===== src/rtl/mux_sel_arbiter_pkg.sv =====
// Shared types and constants for the mux select arbiter.
// Requester count, owner index width, FSM states and a one-hot helper.
package mux_arb_pkg;

    localparam int N_REQ = 4;
    localparam int IDX_W = 2;

    typedef enum logic {
        IDLE  = 1'b0,
        GRANT = 1'b1
    } arb_state_e;

    function automatic logic [N_REQ-1:0] onehot(input logic [IDX_W-1:0] idx);
        logic [N_REQ-1:0] v;
        v      = '0;
        v[idx] = 1'b1;
        return v;
    endfunction

endpackage


===== src/rtl/mux_sel_arbiter_if.sv =====
// Request/grant bundle between the four requesters and the arbiter.
// The master side is the requester group; the slave side is the arbiter.
interface mux_sel_arbiter_if;
    import mux_arb_pkg::*;

    logic [N_REQ-1:0] iReq;
    logic             iDone;
    logic [N_REQ-1:0] oGnt;
    logic             oS1;
    logic             oS0;
    logic             oBusy;
    logic             oTimeout;

    modport master (
        output iReq, iDone,
        input  oGnt, oS1, oS0, oBusy, oTimeout
    );

    modport slave (
        input  iReq, iDone,
        output oGnt, oS1, oS0, oBusy, oTimeout
    );

endinterface


===== src/rtl/mux_sel_arbiter_rr_pick.sv =====
// Combinational rotating-priority picker: first set request bit scanning
// start, start+1, ... modulo N_REQ.
module rr_pick
    import mux_arb_pkg::*;
(
    input  logic [N_REQ-1:0] req,
    input  logic [IDX_W-1:0] start,
    output logic             valid,
    output logic [IDX_W-1:0] idx
);

    logic [IDX_W-1:0] cand;

    always_comb begin
        // NOTE: every variable gets a default before the loop so no path infers a latch.
        valid = 1'b0;
        idx   = start;
        cand  = start;
        for (int k = 0; k < N_REQ; k++) begin
            cand = start + IDX_W'(k);
            if (!valid && req[cand]) begin
                valid = 1'b1;
                idx   = cand;
            end
        end
    end

endmodule


===== src/rtl/mux_sel_arbiter.sv =====
// Round-robin owner of the shared 4:1 mux selects; grants are held until
// done, request drop or hold limit, with zero-bubble handoff on release.
module mux_sel_arbiter
    import mux_arb_pkg::*;
#(
    parameter int HOLD_MAX = 16,
    parameter int CNT_W    = 8
) (
    input  logic              iClk,
    input  logic              iRst,
    mux_sel_arbiter_if.slave  bus
);

    localparam logic [CNT_W-1:0] CNT_LAST = CNT_W'(HOLD_MAX - 1);

    arb_state_e       state_q, state_d;
    logic [IDX_W-1:0] owner_q, owner_d;
    logic [IDX_W-1:0] ptr_q, ptr_d;
    logic [CNT_W-1:0] cnt_q, cnt_d;
    logic [N_REQ-1:0] gnt_q, gnt_d;
    logic             timeout_q, timeout_d;

    logic [IDX_W-1:0] next_start;
    logic             own_req;
    logic             hold_limit;
    logic             rel;
    logic             timeout_c;
    logic [N_REQ-1:0] masked_req;
    logic [N_REQ-1:0] pick_req;
    logic [IDX_W-1:0] pick_start;
    logic             pick_valid;
    logic [IDX_W-1:0] pick_idx;

    assign next_start = owner_q + IDX_W'(1);
    assign own_req    = bus.iReq[owner_q];
    assign hold_limit = (cnt_q == CNT_LAST);
    assign rel        = bus.iDone || !own_req || hold_limit;
    // iDone wins over the hold limit, so a coincident done is a normal release.
    assign timeout_c  = hold_limit && !bus.iDone && own_req;
    assign masked_req = timeout_c ? (bus.iReq & ~onehot(owner_q)) : bus.iReq;

    // One picker serves both the IDLE grant and the same-cycle handoff.
    assign pick_req   = (state_q == IDLE) ? bus.iReq : masked_req;
    assign pick_start = (state_q == IDLE) ? ptr_q : next_start;

    rr_pick u_pick (
        .req   (pick_req),
        .start (pick_start),
        .valid (pick_valid),
        .idx   (pick_idx)
    );

    always_comb begin
        state_d   = state_q;
        owner_d   = owner_q;
        ptr_d     = ptr_q;
        cnt_d     = cnt_q;
        gnt_d     = gnt_q;
        timeout_d = 1'b0;

        case (state_q)
            IDLE: begin
                if (pick_valid) begin
                    state_d = GRANT;
                    owner_d = pick_idx;
                    gnt_d   = onehot(pick_idx);
                    cnt_d   = '0;
                end
            end

            GRANT: begin
                cnt_d = cnt_q + CNT_W'(1);
                if (rel) begin
                    ptr_d     = next_start;
                    timeout_d = timeout_c;
                    if (pick_valid) begin
                        owner_d = pick_idx;
                        gnt_d   = onehot(pick_idx);
                        cnt_d   = '0;
                    end else begin
                        // owner_q is kept so the mux selects stay stable while idle.
                        state_d = IDLE;
                        gnt_d   = '0;
                    end
                end
            end

            default: begin
                state_d = IDLE;
                gnt_d   = '0;
            end
        endcase
    end

    always_ff @(posedge iClk) begin
        // NOTE: state registers use non-blocking assignment so all flops update together.
        if (iRst) begin
            state_q   <= IDLE;
            owner_q   <= '0;
            ptr_q     <= '0;
            cnt_q     <= '0;
            gnt_q     <= '0;
            timeout_q <= 1'b0;
        end else begin
            state_q   <= state_d;
            owner_q   <= owner_d;
            ptr_q     <= ptr_d;
            cnt_q     <= cnt_d;
            gnt_q     <= gnt_d;
            timeout_q <= timeout_d;
        end
    end

    assign bus.oGnt     = gnt_q;
    assign bus.oS1      = owner_q[1];
    assign bus.oS0      = owner_q[0];
    assign bus.oBusy    = |gnt_q;
    assign bus.oTimeout = timeout_q;

endmodule


===== src/flat_wrapper.sv =====
// flat-port wrapper written by rule: the top's interface ports become plain ports
module mux_sel_arbiter_flat import mux_arb_pkg::*;
#(
    parameter int HOLD_MAX = 16,
    parameter int CNT_W    = 8
)
  (iClk, iRst, bus_iReq, bus_iDone, bus_oGnt, bus_oS1, bus_oS0, bus_oBusy, bus_oTimeout);
  mux_sel_arbiter_if bus_i ();
  input  logic iClk;
  input  logic iRst;
  input wire logic [$bits(bus_i.iReq)-1:0] bus_iReq;
  input wire logic [$bits(bus_i.iDone)-1:0] bus_iDone;
  output wire logic [$bits(bus_i.oGnt)-1:0] bus_oGnt;
  output wire logic [$bits(bus_i.oS1)-1:0] bus_oS1;
  output wire logic [$bits(bus_i.oS0)-1:0] bus_oS0;
  output wire logic [$bits(bus_i.oBusy)-1:0] bus_oBusy;
  output wire logic [$bits(bus_i.oTimeout)-1:0] bus_oTimeout;
  assign bus_i.iReq = bus_iReq;
  assign bus_i.iDone = bus_iDone;
  assign bus_oGnt = bus_i.oGnt;
  assign bus_oS1 = bus_i.oS1;
  assign bus_oS0 = bus_i.oS0;
  assign bus_oBusy = bus_i.oBusy;
  assign bus_oTimeout = bus_i.oTimeout;
  mux_sel_arbiter #(.HOLD_MAX(HOLD_MAX), .CNT_W(CNT_W)) u_core (.iClk(iClk), .iRst(iRst), .bus(bus_i));
endmodule

===== config.mk =====
export PLATFORM = sky130hd
export DESIGN_NAME = mux_sel_arbiter_flat
export DESIGN_NICKNAME = d
export VERILOG_FILES = /design/src/rtl/mux_sel_arbiter_pkg.sv /design/src/rtl/mux_sel_arbiter_if.sv /design/src/rtl/mux_sel_arbiter_rr_pick.sv /design/src/rtl/mux_sel_arbiter.sv /design/src/flat_wrapper.sv
export SDC_FILE = /design/constraint.sdc
export NUM_CORES = 1
export LEC_CHECK = 0
export ABC_CLOCK_PERIOD_IN_PS = 3000
export CAP_MARGIN = 20
export CORE_MARGIN = 2
export CORE_UTILIZATION = 54
export CTS_CLUSTER_DIAMETER = 200
export CTS_CLUSTER_SIZE = 20
export DETAILED_ROUTE_END_ITERATION = 7
export GPL_TIMING_DRIVEN = 0
export PLACE_DENSITY = 0.78
export SLEW_MARGIN = 20
export SYNTH_ARGS = -nofsm -noshare
export SYNTH_HDL_FRONTEND = slang
export SYNTH_SLANG_ARGS = --single-unit

===== constraint.sdc =====
create_clock -name iClk -period 3 [get_ports iClk]
set_clock_uncertainty 0.05 [all_clocks]
set_input_delay 0.45 -clock iClk [delete_from_list [all_inputs] [get_ports iClk]]
set_output_delay 0.45 -clock iClk [all_outputs]
set_load 0.005 [all_outputs]

==> results of run 1 <==
## what timing repair did
| item | CTS | global route |
|---|---|---|
| setup endpoints to repair | 0 | 1 |
| gates resized for setup | 0 | 1 |
| buffers inserted | 0 | 2 |
## kinds of logic (layout without fill, tap and decap cells)
| kind of cell | count (synthesis) | in the layout | synth area share [%] |
|---|---|---|---|
| flip-flops | 18 | 18 | 31.5 |
| multiplexers | 6 | 6 | 5.36 |
| AO/OA/AOI/OAI | 30 | 30 | 18.6 |
| XOR/XNOR | 7 | 7 | 5.36 |
| AND/OR/NAND/NOR | 61 | 61 | 29.3 |
| adder cells (fa/ha/maj) | 5 | 5 | 5.47 |
| buffers and inverters | 9 | 29 | 4.38 |
## synthesized netlist by cell type, drive strengths merged (3+ instances only)
cell type	n	area, sq um
nor2	19	91.3
buf	3	27.5
nand3	8	40.0
nor3	3	15.0
mux2i	5	50.1
nand2	12	47.6
nor2b	3	18.8
inv	4	15.0
nand4	3	18.8
xnor2	3	26.3
o21ai	7	35.0
xor2	4	35.0
a21oi	9	45.0
nand2b	3	18.8
ha	5	62.6
dfxtp	18	360
## flip-flops by register name, indices dropped and copies added (netlist names)
register	count
u_core.bus.oTimeout	1
u_core.cnt_q	8
u_core.bus.oGnt	4
u_core.ptr_q	2
u_core.state_q	1
u_core.owner_q	2
## routing by layer
layer	part of all wire, %	GRT usage [%]
met4	2.2	7.41
met2	49	37.1
met5	0	0
met3	5.2	4.24
met1	44	27.0
## worst max-delay path, cell delays in order
cell and delay, ns:
clkdlybuf4s50_1 0.41, or2_1 0.23, o22ai_1 0.33, a31oi_1 0.25, or4_4 0.61, and2_4 0.18
buf_6 0.12, or2_1 0.21, buf_6 0.14, nor2_2 0.11
## stage by stage
| stage | util [%] | power [mW] | area, sq um |
|---|---|---|---|
| after CTS | 68.3 | 0.722 | 1350 |
| final | 69.1 | 0.719 | 1370 |
| after floorplan | - | 0.473 | 1140 |
| after global placement | 66.5 | 0.563 | 1320 |
| after global routing | 69.1 | 0.766 | 1370 |
| after detailed placement | 66.5 | 0.572 | 1320 |
## worst max path at each step
stage	start	end	cells past startpoint
after floorplan	bus_iDone	u_core.cnt_q[0]	10
after global placement	bus_iDone	u_core.cnt_q[0]	10
after CTS	bus_iDone	u_core.cnt_q[5]	11
final	bus_iDone	u_core.cnt_q[5]	10
after detailed placement	bus_iDone	u_core.cnt_q[5]	11
after global routing	u_core.cnt_q[1]	u_core.cnt_q[5]	12
## power groups by stage
stage	logic (mW)	registers, mW	clock network [mW]
floorplan	0.181	0.292	0
global placement	0.268	0.296	0
detailed placement	0.273	0.299	0
CTS	0.275	0.293	0.154
global route	0.307	0.297	0.162
finish	0.276	0.293	0.150
## layout make-up
class	count	area, sq um	area share [%]
well taps	27	33.8	2.47
multi-input cells	109	733	53.5
repair buffers	16	155	11.3
clock buffers	4	36.3	2.65
plain buffers	5	35.0	2.56
inverters	4	15.0	1.10
flip-flops and latches	18	362	26.4
==> impl_metrics.env, run 1 <==
export IMPL_hold_path_class="reg -> reg"
export IMPL_switching_share_pct=34.2
export IMPL_drive_above_1_share_pct=16.7
export IMPL_io_pins=15
export IMPL_antenna_found_initial=0
export IMPL_final_cell_mix="dfxtp_1, clkdlybuf4s50_1, nor2_1, nand2_1, a21oi_1"
export IMPL_via_count=1065
export IMPL_whs_path_depth=2
export IMPL_clock_path_buffers=2
export IMPL_htree_levels=1
export IMPL_die_h_um=50.0
export IMPL_cp_end_kind="flop"
export IMPL_vdd_ir_drop_max_v=0.000426
export IMPL_place_congestion=0.896
export IMPL_dp_cells=177
export IMPL_finalMaxSlewViolations=0
export IMPL_drv_cap=0
export IMPL_cts_tree="done"
export IMPL_r2r_start="u_core.cnt_q[1]"
export IMPL_layout_nets=169
export IMPL_cts_hold_buffers_added=0
export IMPL_num_antenna_cells=0
export IMPL_finalHoldViolations=0
export IMPL_clk_pin_slew_worst_paths_ns=0.11
export IMPL_preCtsSetupSlack_ns=-0.193
export IMPL_cp_max_fo=7
export IMPL_grt_pass1_vias=995
export IMPL_synth_area_sq_um=1140
export IMPL_clock_latency_ns=0.30
export IMPL_fin_cells=183
export IMPL_combPwrFrac_pct=38.4
export IMPL_synth_edf_count=0
export IMPL_synth_nets=148
export IMPL_avgRoutedWirePerCell_um=13.4
export IMPL_first_pass_iters=4
export IMPL_power_per_cell_area_nw_per_um2=525
export IMPL_tightest_slew_ns=0.476
export IMPL_dpl_hpwl_um=1950
export IMPL_synth_main_ff_cell="dfxtp_1"
export IMPL_reg2regPathDepth=12
export IMPL_max_freq_mhz=350
export IMPL_syn_avg_cell_area_sq_um=8.41
export IMPL_power_internal_uw=473
export IMPL_leakagePower_nw=0.502
export IMPL_wl_um=2460
export IMPL_synthArstFlopShare_pct=0
export IMPL_crit_type="in -> reg"
export IMPL_startpoint_type="input port"
export IMPL_fin_setup_tns_ns=0
export IMPL_fillCellCount=173
export IMPL_vias_per_cell=5.82
export IMPL_arrival_ns=3.05
export IMPL_required_ns=3.20
export IMPL_finalCritPeriodShare_pct=95.3
export IMPL_holdWs_ns=0.432
export IMPL_area_growth_pct=19.8
export IMPL_root_buffer="clkbuf_4"
export IMPL_clock_sinks=18
export IMPL_port_buffers=14
export IMPL_final_common_cell="dfxtp_1"
export IMPL_grt_pass1_wl_um=4210
export IMPL_r2r_end="u_core.cnt_q[5]"
export IMPL_rrSetupSlack_ns=0.14
export IMPL_core_sq_um=1980
export IMPL_yosys_warnings=0
export IMPL_pwr_share_clk_pct=20.8
export IMPL_dieArea_sq_um=2500
export IMPL_first_iter_violations=40
export IMPL_period_needed_ns=2.86
export IMPL_ant_nets=0
export IMPL_outcome="finished clean"
export IMPL_num_rows=16
export IMPL_seqPwrFrac_pct=40.8
export IMPL_slew_headroom_pct=68.2
export IMPL_cts_buffers=3
export IMPL_worstHoldEndpoint="u_core.bus.oGnt[2]"
export IMPL_rsz0062_at_grt="false"
export IMPL_p_sw_uw=246
export IMPL_die_w_um=50.0
export IMPL_initial_core_util_pct=57.7
export IMPL_track_usage_pct=21.8
export IMPL_grt_ovfl_total=0
export IMPL_drc=0
export IMPL_setup_violations=0
export IMPL_grt_max_degree=11
export IMPL_syn_inst=136
export IMPL_worst_slack_ns=0.142
export IMPL_yosysSeqAreaShare_pct=31.5
export IMPL_synth_seq_cells=18
export IMPL_ys_types=43
export IMPL_min_from="u_core.bus.oGnt[2]"
Power figures use the tool's default switching activity.
==> run 2, diff against run 1 <==
- CORE_MARGIN: 2 -> 1
==> impl_metrics.env, run 2 (synthesis gave the netlist of run 1 again) <==
export IMPL_use_met3_pct=6.79
export IMPL_antenna_found_initial=0
export IMPL_grt_max_degree=11
export IMPL_initial_core_util_pct=57.7
export IMPL_core_sq_um=1980
export IMPL_vias_per_cell=5.68
export IMPL_die_h_um=48.0
export IMPL_avgRoutedWirePerCell_um=13.1
export IMPL_setup_violations=0
export IMPL_via_count=1033
export IMPL_cts_buffers=3
export IMPL_regMostFlops="u_core.cnt_q"
export IMPL_num_antenna_cells=0
export IMPL_first_iter_violations=24
export IMPL_cp_end_kind="flop"
export IMPL_layout_nets=168
export IMPL_clock_path_buffers=2
export IMPL_io_pins=15
export IMPL_clock_latency_ns=0.29
export IMPL_clk_pin_slew_worst_paths_ns=0.10
export IMPL_finalMaxSlewViolations=0
export IMPL_vdd_ir_drop_max_v=0.000395
export IMPL_required_ns=3.18
export IMPL_rrSetupSlack_ns=0.15
export IMPL_p_total_uw=711
export IMPL_final_common_cell="dfxtp_1"
export IMPL_leakagePower_nw=0.494
export IMPL_htree_levels=1
export IMPL_slew_headroom_pct=67.7
export IMPL_finalHoldViolations=0
export IMPL_groute_layer_met2_usage_pct=35.9
export IMPL_dieArea_sq_um=2310
export IMPL_holdWs_ns=0.438
export IMPL_worstHoldEndpoint="u_core.bus.oGnt[1]"
export IMPL_fin_setup_tns_ns=0
export IMPL_root_buffer="clkbuf_4"
export IMPL_dpl_hpwl_um=1860
export IMPL_port_buffers=14
export IMPL_whs_path_depth=2
export IMPL_clock_sinks=18
export IMPL_period_needed_ns=2.85
export IMPL_track_usage_pct=24.2
export IMPL_grt_util_met1_pct=34.0
export IMPL_max_freq_mhz=351
export IMPL_grt_pass1_wl_um=3800
export IMPL_grt_pass1_vias=871
export IMPL_wl_um=2380
export IMPL_cp_max_fo=7
export IMPL_drive_above_1_share_pct=16.8
export IMPL_drv_cap=0
export IMPL_num_rows=16
export IMPL_power_per_cell_area_nw_per_um2=521
export IMPL_arrival_ns=3.04
export IMPL_hold_path_class="reg -> reg"
export IMPL_cts_hold_buffers_added=0
export IMPL_reg2regPathDepth=12
export IMPL_grt_ovfl_total=0
export IMPL_cts_tree="done"
export IMPL_grt_busiest_layer="met2"
export IMPL_place_congestion=0.849
export IMPL_die_w_um=48.0
export IMPL_first_pass_iters=4
export IMPL_final_cell_mix="dfxtp_1, clkdlybuf4s50_1, nor2_1, nand2_1, a21oi_1"
export IMPL_drc=0
export IMPL_area_growth_pct=19.4
export IMPL_startpoint_type="flop"
export IMPL_r2r_end="u_core.cnt_q[3]"
export IMPL_r2r_start="u_core.cnt_q[1]"
export IMPL_largest_reg_flops=8
export IMPL_crit_type="reg -> reg"
export IMPL_outcome="finished clean"
export IMPL_min_from="u_core.bus.oGnt[1]"
export IMPL_tightest_slew_ns=0.480
export IMPL_finalCritPeriodShare_pct=95.1
export IMPL_ant_nets=0
## run 2: worst max-delay path by stage
stage	startpoint	endpoint	slack, ns	cells past startpoint
after floorplan	bus_iDone	u_core.cnt_q[0]	0.42	10
after global placement	bus_iDone	u_core.cnt_q[0]	-0.12	11
final	u_core.cnt_q[1]	u_core.cnt_q[3]	0.15	12
after CTS	bus_iDone	u_core.cnt_q[4]	0.13	11
after detailed placement	bus_iDone	u_core.cnt_q[4]	-0.16	11
after global routing	u_core.cnt_q[1]	u_core.cnt_q[4]	-0.004	12
## run 2: through the flow
| step | util (%) | cell area, sq um | instances | worst slack, ns |
|---|---|---|---|---|
| after floorplan | - | 1140 | 136 | 0.422 |
| after global placement | 66.5 | 1320 | 177 | -0.123 |
| after detailed placement | 66.5 | 1320 | 177 | -0.160 |
| after CTS | 68.3 | 1350 | 181 | 0.127 |
| after global routing | 68.9 | 1370 | 182 | -0.00350 |
| final | 68.9 | 1370 | 182 | 0.148 |
## run 2: layer usage
layer | vias up | share of wire [%]
met5 | - | 0
met4 | 0 | 0.72
met3 | 2 | 4.2
met2 | 23 | 46
met1 | 481 | 49
li1 | 527 | -
## run 2: cell type report
cell class,instances,area (sq um)
Buffer,5,35.0
Clock buffer,4,36.3
Fill cell,162,617
Inverter,4,15.0
Multi-Input combinational cell,109,736
Sequential cell,18,362
Tap cell,27,33.8
Timing Repair Buffer,15,148
## run 2: repair_timing
| item | in CTS | in global routing |
|---|---|---|
| resized for setup | 0 | 2 |
| setup endpoints to repair | 0 | 1 |
| setup buffers | 0 | 1 |
## run 2: critical path, cell delays in order (launching register included)
cell	delay, ns
dfxtp_1	0.39
ha_2	0.21
and4_1	0.18
buf_2	0.15
nand2_2	0.11
a211oi_4	0.31
nor2_2	0.09
or4_4	0.53
and2_4	0.18
buf_6	0.12
or2_1	0.21
buf_6	0.15
nor2_2	0.10
## run 2: report_power, final
group          total (mW)  switching, mW  internal [mW]
sequential          0.293         0.0302          0.263
combinational       0.272          0.136          0.136
clock               0.146         0.0725         0.0739
total               0.711          0.239          0.472
